## config.mk

```make
export PLATFORM = sky130hd
export DESIGN_NAME = sprite_blitter_flat
export DESIGN_NICKNAME = d
export VERILOG_FILES = /design/src/rtl/sprite_blitter_if.sv /design/src/rtl/sprite_blitter.sv /design/src/flat_wrapper.sv
export SDC_FILE = /design/constraint.sdc
export NUM_CORES = 1
export LEC_CHECK = 0
export CAP_MARGIN = 20
export CORE_ASPECT_RATIO = 2
export CORE_MARGIN = 3
export CORE_UTILIZATION = 66
export CTS_BUF_LIST = sky130_fd_sc_hd__clkbuf_4
export DETAILED_ROUTE_END_ITERATION = 12
export DONT_BUFFER_PORTS = 1
export PLACE_DENSITY = 0.81
export SETUP_SLACK_MARGIN = 0.02
export SLEW_MARGIN = 20
export SYNTH_ARGS = -nofsm -noshare
export SYNTH_HDL_FRONTEND = slang
export SYNTH_SLANG_ARGS = --single-unit
```

## constraint.sdc

```tcl
create_clock -name Clk -period 5.6 [get_ports Clk]
set_clock_uncertainty 0.15 [all_clocks]
set_input_delay 1.12 -clock Clk [delete_from_list [all_inputs] [get_ports Clk]]
set_output_delay 1.12 -clock Clk [all_outputs]
set_load 0.05 [all_outputs]
```

## src/rtl/sprite_blitter_if.sv

```systemverilog
// Sprite blitter bus bundle: sprite ROM read port plus the valid/ready pixel stream.
// The master side belongs to the blitter; the slave side is the ROM and pixel sink.
interface sprite_blitter_if;
  logic [11:0] rom_addr;
  logic [3:0]  rom_data;
  logic        pix_valid;
  logic        pix_ready;
  logic [9:0]  pix_x;
  logic [9:0]  pix_y;
  logic [3:0]  pix_color;

  modport master (
    output rom_addr,
    input  rom_data,
    output pix_valid,
    input  pix_ready,
    output pix_x,
    output pix_y,
    output pix_color
  );

  modport slave (
    input  rom_addr,
    output rom_data,
    input  pix_valid,
    output pix_ready,
    input  pix_x,
    input  pix_y,
    input  pix_color
  );
endinterface

```

## src/rtl/sprite_blitter.sv

```systemverilog
// Sprite blitter: walks a SPR_W x SPR_H sprite from a one-cycle-latency ROM and emits
// clipped, non-transparent pixels on a valid/ready stream, optionally mirrored horizontally.
module sprite_blitter #(
  parameter int         SPR_W  = 40,
  parameter int         SPR_H  = 80,
  parameter int         SCR_W  = 640,
  parameter int         SCR_H  = 480,
  parameter logic [3:0] TRANSP = 4'h0
) (
  input  logic              Clk,
  input  logic              Reset_n,
  input  logic              start,
  input  logic [9:0]        sprite_x,
  input  logic [9:0]        sprite_y,
  input  logic              mirror,
  sprite_blitter_if.master  bus,
  output logic              busy,
  output logic              done
);

  localparam int CW = (SPR_W > 1) ? $clog2(SPR_W) : 1;
  localparam int RW = (SPR_H > 1) ? $clog2(SPR_H) : 1;

  localparam logic [1:0] IDLE  = 2'd0;
  localparam logic [1:0] DRAW  = 2'd1;
  localparam logic [1:0] FLUSH = 2'd2;

  function automatic logic [11:0] addr_of(input logic [RW-1:0] row,
                                          input logic [CW-1:0] col,
                                          input logic          mir);
    logic [11:0] eff_col;
    if (mir) begin
      eff_col = 12'(SPR_W - 1) - 12'(col);
    end else begin
      eff_col = 12'(col);
    end
    return 12'(row) * 12'(SPR_W) + eff_col;
  endfunction

  logic [1:0]    state_r;
  logic [9:0]    sx_r;
  logic [9:0]    sy_r;
  logic          mir_r;
  logic [RW-1:0] row_r;
  logic [CW-1:0] col_r;
  logic [11:0]   rom_addr_r;
  logic          stg_valid_r;
  logic [RW-1:0] stg_row_r;
  logic [CW-1:0] stg_col_r;
  logic          stg_fresh_r;
  logic [3:0]    color_r;
  logic          busy_r;
  logic          done_r;

  logic [3:0]    color_s;
  logic [10:0]   px_s;
  logic [10:0]   py_s;
  logic          show_s;
  logic          retire_s;
  logic          last_s;
  logic [RW-1:0] nxt_row_s;
  logic [CW-1:0] nxt_col_s;

  // rom_data matches the stage only on the first cycle after a load (rom_addr already moved on),
  // so a stalled pixel keeps its colour from the captured copy.
  always_comb begin
    color_s = color_r;
    if (stg_fresh_r) begin
      color_s = bus.rom_data;
    end else begin
      color_s = color_r;
    end
  end

  // Screen position, visibility and stage retirement for the staged pixel.
  always_comb begin
    px_s     = 11'(sx_r) + 11'(stg_col_r);
    py_s     = 11'(sy_r) + 11'(stg_row_r);
    show_s   = stg_valid_r && (color_s != TRANSP) &&
               (px_s < 11'(SCR_W)) && (py_s < 11'(SCR_H));
    retire_s = !stg_valid_r || !show_s || bus.pix_ready;
    last_s   = (row_r == RW'(SPR_H - 1)) && (col_r == CW'(SPR_W - 1));
  end

  // Row-major walk successor of the position currently on rom_addr.
  always_comb begin
    nxt_row_s = row_r;
    nxt_col_s = col_r;
    if (col_r == CW'(SPR_W - 1)) begin
      nxt_col_s = '0;
      nxt_row_s = row_r + RW'(1);
    end else begin
      nxt_col_s = col_r + CW'(1);
      nxt_row_s = row_r;
    end
  end

  // Control FSM, walk counters, ROM address and pixel stage.
  always_ff @(posedge Clk or negedge Reset_n) begin
    if (!Reset_n) begin
      state_r     <= IDLE;
      sx_r        <= '0;
      sy_r        <= '0;
      mir_r       <= 1'b0;
      row_r       <= '0;
      col_r       <= '0;
      rom_addr_r  <= '0;
      stg_valid_r <= 1'b0;
      stg_row_r   <= '0;
      stg_col_r   <= '0;
      stg_fresh_r <= 1'b0;
      busy_r      <= 1'b0;
      done_r      <= 1'b0;
    end else begin
      done_r <= 1'b0;
      case (state_r)
        IDLE: begin
          if (start) begin
            sx_r       <= sprite_x;
            sy_r       <= sprite_y;
            mir_r      <= mirror;
            row_r      <= '0;
            col_r      <= '0;
            rom_addr_r <= addr_of(RW'(0), CW'(0), mirror);
            busy_r     <= 1'b1;
            state_r    <= DRAW;
          end else begin
            state_r <= IDLE;
          end
        end
        DRAW: begin
          if (retire_s) begin
            stg_valid_r <= 1'b1;
            stg_row_r   <= row_r;
            stg_col_r   <= col_r;
            stg_fresh_r <= 1'b1;
            if (last_s) begin
              state_r <= FLUSH;
            end else begin
              row_r      <= nxt_row_s;
              col_r      <= nxt_col_s;
              rom_addr_r <= addr_of(nxt_row_s, nxt_col_s, mir_r);
            end
          end else begin
            stg_fresh_r <= 1'b0;
          end
        end
        FLUSH: begin
          if (retire_s) begin
            stg_valid_r <= 1'b0;
            stg_fresh_r <= 1'b0;
            busy_r      <= 1'b0;
            done_r      <= 1'b1;
            state_r     <= IDLE;
          end else begin
            stg_fresh_r <= 1'b0;
          end
        end
        default: begin
          state_r     <= IDLE;
          stg_valid_r <= 1'b0;
          stg_fresh_r <= 1'b0;
          busy_r      <= 1'b0;
        end
      endcase
    end
  end

  // Colour capture for the staged pixel.
  always_ff @(posedge Clk or negedge Reset_n) begin
    if (!Reset_n) begin
      color_r <= 4'h0;
    end else if (stg_fresh_r) begin
      color_r <= bus.rom_data;
    end else begin
      color_r <= color_r;
    end
  end

  assign bus.rom_addr  = rom_addr_r;
  assign bus.pix_valid = show_s;
  assign bus.pix_x     = px_s[9:0];
  assign bus.pix_y     = py_s[9:0];
  assign bus.pix_color = color_s;
  assign busy          = busy_r;
  assign done          = done_r;

endmodule

```

## src/flat_wrapper.sv

```systemverilog
// flat-port wrapper written by rule: the top's interface ports become plain ports
module sprite_blitter_flat 
#(
  parameter int         SPR_W  = 40,
  parameter int         SPR_H  = 80,
  parameter int         SCR_W  = 640,
  parameter int         SCR_H  = 480,
  parameter logic [3:0] TRANSP = 4'h0
)
  (Clk, Reset_n, start, sprite_x, sprite_y, mirror, busy, done, bus_rom_addr, bus_rom_data, bus_pix_valid, bus_pix_ready, bus_pix_x, bus_pix_y, bus_pix_color);
  sprite_blitter_if bus_i ();
  input  logic Clk;
  input  logic Reset_n;
  input  logic start;
  input  logic [9:0] sprite_x;
  input  logic [9:0] sprite_y;
  input  logic mirror;
  output logic busy;
  output logic done;
  output wire logic [$bits(bus_i.rom_addr)-1:0] bus_rom_addr;
  input wire logic [$bits(bus_i.rom_data)-1:0] bus_rom_data;
  output wire logic [$bits(bus_i.pix_valid)-1:0] bus_pix_valid;
  input wire logic [$bits(bus_i.pix_ready)-1:0] bus_pix_ready;
  output wire logic [$bits(bus_i.pix_x)-1:0] bus_pix_x;
  output wire logic [$bits(bus_i.pix_y)-1:0] bus_pix_y;
  output wire logic [$bits(bus_i.pix_color)-1:0] bus_pix_color;
  assign bus_rom_addr = bus_i.rom_addr;
  assign bus_i.rom_data = bus_rom_data;
  assign bus_pix_valid = bus_i.pix_valid;
  assign bus_i.pix_ready = bus_pix_ready;
  assign bus_pix_x = bus_i.pix_x;
  assign bus_pix_y = bus_i.pix_y;
  assign bus_pix_color = bus_i.pix_color;
  sprite_blitter #(.SPR_W(SPR_W), .SPR_H(SPR_H), .SCR_W(SCR_W), .SCR_H(SCR_H), .TRANSP(TRANSP)) u_core (.Clk(Clk), .Reset_n(Reset_n), .start(start), .sprite_x(sprite_x), .sprite_y(sprite_y), .mirror(mirror), .bus(bus_i), .busy(busy), .done(done));
endmodule
```

==> reports/results.ini <==
[run_status]
outcome = finished, final reports clean

[synth]
synth_cell_type_count = 62
ys.flop_type = dfrtp_1
synth_edf_count = 0
syn-num-nets = 491
ys_ff_latch = 69
synthCells = 425
yosysSeqAreaShare_pct = 38.5
synthArstFlopShare_pct = 100
postSynthAreaPerCell_um2 = 10.6
synthesis.area_um2 = 4490
yosysWarnings = 0

[sta]
slew_headroom_pct = 24.6
slew_violations = 0
setup_viol = 0
fmax_mhz = 218
timing.setup.tns_ns = 0
tightest_slew_ns = 1.12
min_period_ns = 4.59
final_hold_viol_count = 0
fin_crit_sh_pct = 81.9
rsz0062_at_grt = false

[global_routing]
antenna_found_initial = 1
grt_max_degree = 70
grt.overflow.total = 0
grt_pass1_vias = 3356
grtUsageTotal_pct = 24.8
grt_pass1_wl_um = 15000

[floorplan]
die_h_um = 123
ios = 68
die_x_um = 64.3
start_util_pct = 69.5
fp.coreArea_um2 = 6460
die-area_um2 = 7890
rows = 41

[drt]
vias = 3163
dr.pass1.iters = 5
drcViolationCount = 0
drt_iter0_drc = 171
antenna_left = 0
routed_wl_um = 9250
wl_per_cell_um = 18.0
avgViaCountPerCell = 6.15

[worst_setup_path]
worstSetupStartpointType = flip-flop
worstPathCellList = ha_1, nand2b_1, nor3_1, buf_4, nand4_1, xor2_1, inv_1, ha_1, ha_1, fa_1, ha_1, nor2b_1, o21a_1, o41ai_1, xor2_1, nor2_1, mux2_1
critical_path_required_ns = 5.74
cp_slowest_cell = fa_1
critPathMaxFanout = 7
path_common_cell = ha_1
endpoint_kind = flip-flop
crit_arrival_ns = 4.72
crit_type = reg2reg
slowest_delay_ns = 0.46

[clock_network]
clock_latency_ns = 0.41
cts_buffers = 9
cts_resized = 0
cts_root_buf = clkbuf_4
cts_tree = yes
clkSinkCount = 69
htree_levels = 3
clkTransAtPathRegs_ns = 0.11
hold_buffers = 0
cts_setup_buffers = 0
cts_max_path_buffers = 2

[placement]
io_buffers = 0
dp_hpwl_um = 7110
gp_congestion = 0.819
post-place-cells = 499

[final_layout]
drive_gt1_share_pct = 15.7
syn2layout_area_growth_pct = 4.24
finalNonFillerCells = 514
utilization_pct = 72.4
fin_nets = 490

[hold_path]
min_path_type = in2async

[run]
drv_cap = 0

critical path: cells and delay by family, from the launching register on:
family	cells	cell delay (ns)
buffers and inverters	2	0.26
XOR/XNOR	2	0.44
multiplexers	1	0.30
flip-flops	1	0.44
adder cells (fa/ha/maj)	5	1.63
AND/OR/NAND/NOR	5	0.72
AO/OA/AOI/OAI	2	0.51
worst paths after layout:
kind,from,to,slack (ns),cells after the start
max in group asynchronous,Reset_n,u_core.row_r[4],4.93,0
min in group Clk,u_core.stg_col_r[4],u_core.stg_col_r[4],0.36,1
worst max register to register,u_core.col_r[0],u_core.bus.rom_addr[11],1.01,17
worst min-delay path,Reset_n,u_core.sy_r[1],0.24,0
worst max-delay path,u_core.col_r[0],u_core.bus.rom_addr[11],1.01,17
worst min register to register,u_core.stg_col_r[4],u_core.stg_col_r[4],0.36,1
synth_stat cells (3+ instances only):
cell type / instances / area (µm²)
o21bai_1: 3 / 22.5
xor2_1: 13 / 114
and2_1: 3 / 18.8
a21oi_1: 25 / 125
nand2b_1: 4 / 25.0
and3_1: 6 / 37.5
or2_2: 3 / 18.8
a21o_1: 6 / 45.0
mux2_1: 12 / 135
nor2b_1: 4 / 25.0
o211ai_1: 3 / 22.5
mux2_2: 28 / 315
nand4_1: 3 / 18.8
nand2_1: 28 / 105
nand3_1: 7 / 35.0
nor2_1: 30 / 113
o21ai_0: 9 / 45.0
ha_1: 33 / 413
a31oi_1: 4 / 25.0
xnor2_1: 21 / 184
dfrtp_1: 69 / 1730
a22o_1: 10 / 87.6
o21ai_1: 5 / 25.0
clkbuf_1: 10 / 37.5
fa_1: 4 / 80.1
inv_1: 24 / 90.1
mux2i_1: 4 / 40.0
nor3_1: 7 / 35.0
mux2_4: 7 / 105
registers in the layout (all words and copies together) (netlist names), 2 cells and up:
register and flops:
u_core.stg_col_r 6, u_core.sy_r 10, u_core.color_r 4, u_core.sx_r 10, u_core.bus.rom_addr 12, u_core.row_r 7, u_core.state_r 2, u_core.col_r 6
u_core.stg_row_r 7
placed cells by master, fill, tap and decap left out, types with 4 or more instances in the layout:
| cell type | count |
|---|---|
| nor3_1 | 7 |
| inv_1 | 24 |
| nand2_1 | 28 |
| fa_1 | 4 |
| a31oi_1 | 4 |
| xor2_1 | 13 |
| mux2_1 | 12 |
| nor2_1 | 30 |
| dfrtp_1 | 69 |
| mux2_4 | 7 |
| and3_1 | 6 |
| o21ai_1 | 5 |
| ha_1 | 33 |
| nand2b_1 | 4 |
| a21oi_1 | 25 |
| nor2b_1 | 4 |
| xnor2_1 | 21 |
| mux2_2 | 28 |
| clkbuf_4 | 11 |
| mux2i_1 | 4 |
| buf_4 | 4 |
| a21o_1 | 6 |
| a22o_1 | 10 |
| nand3_1 | 7 |
| o21ai_0 | 9 |
stage by stage:
step	area, µm²	hold WS (ns)	worst slack (ns)
6_report	4680	0.241	1.01
5_1_grt	4680	0.197	0.708
4_1_cts	4680	0.214	0.977
3_5_place_dp	4560	0.334	1.03
3_3_place_gp	4560	0.327	1.25
2_1_floorplan	4490	0.315	1.23
area by class of cell:
type	instances	area, µm²
inverter	24	90.1
clock buffer	11	82.6
timing repair buffer	4	30.0
clock inverter	3	38.8
antenna	1	2.50
tap	86	108
fill	490	1780
multi-input combinational	316	2600
sequential	69	1730
cell families (layout without fill, tap and decap cells):
logic type	count (synthesis)	count (layout)	synth area share (%)
AO/OA/AOI/OAI	85	85	13.5
XOR/XNOR	35	35	7.13
adder cells (fa/ha/maj)	37	37	11.0
buffers and inverters	40	42	3.73
flip-flops	69	69	38.5
multiplexers	51	51	13.3
other	0	1	0
AND/OR/NAND/NOR	108	108	12.9
metal layers:
layer | share of wire, % | track usage [%]
met3 | 4.1 | 5.13
met4 | 4.8 | 16.0
met1 | 36 | 25.1
met2 | 55 | 45.0
met5 | 0 | 0
Power is left out: the tool's default activity adds up to more than one toggle a clock period on the data nets, which glitch-free logic cannot reach.
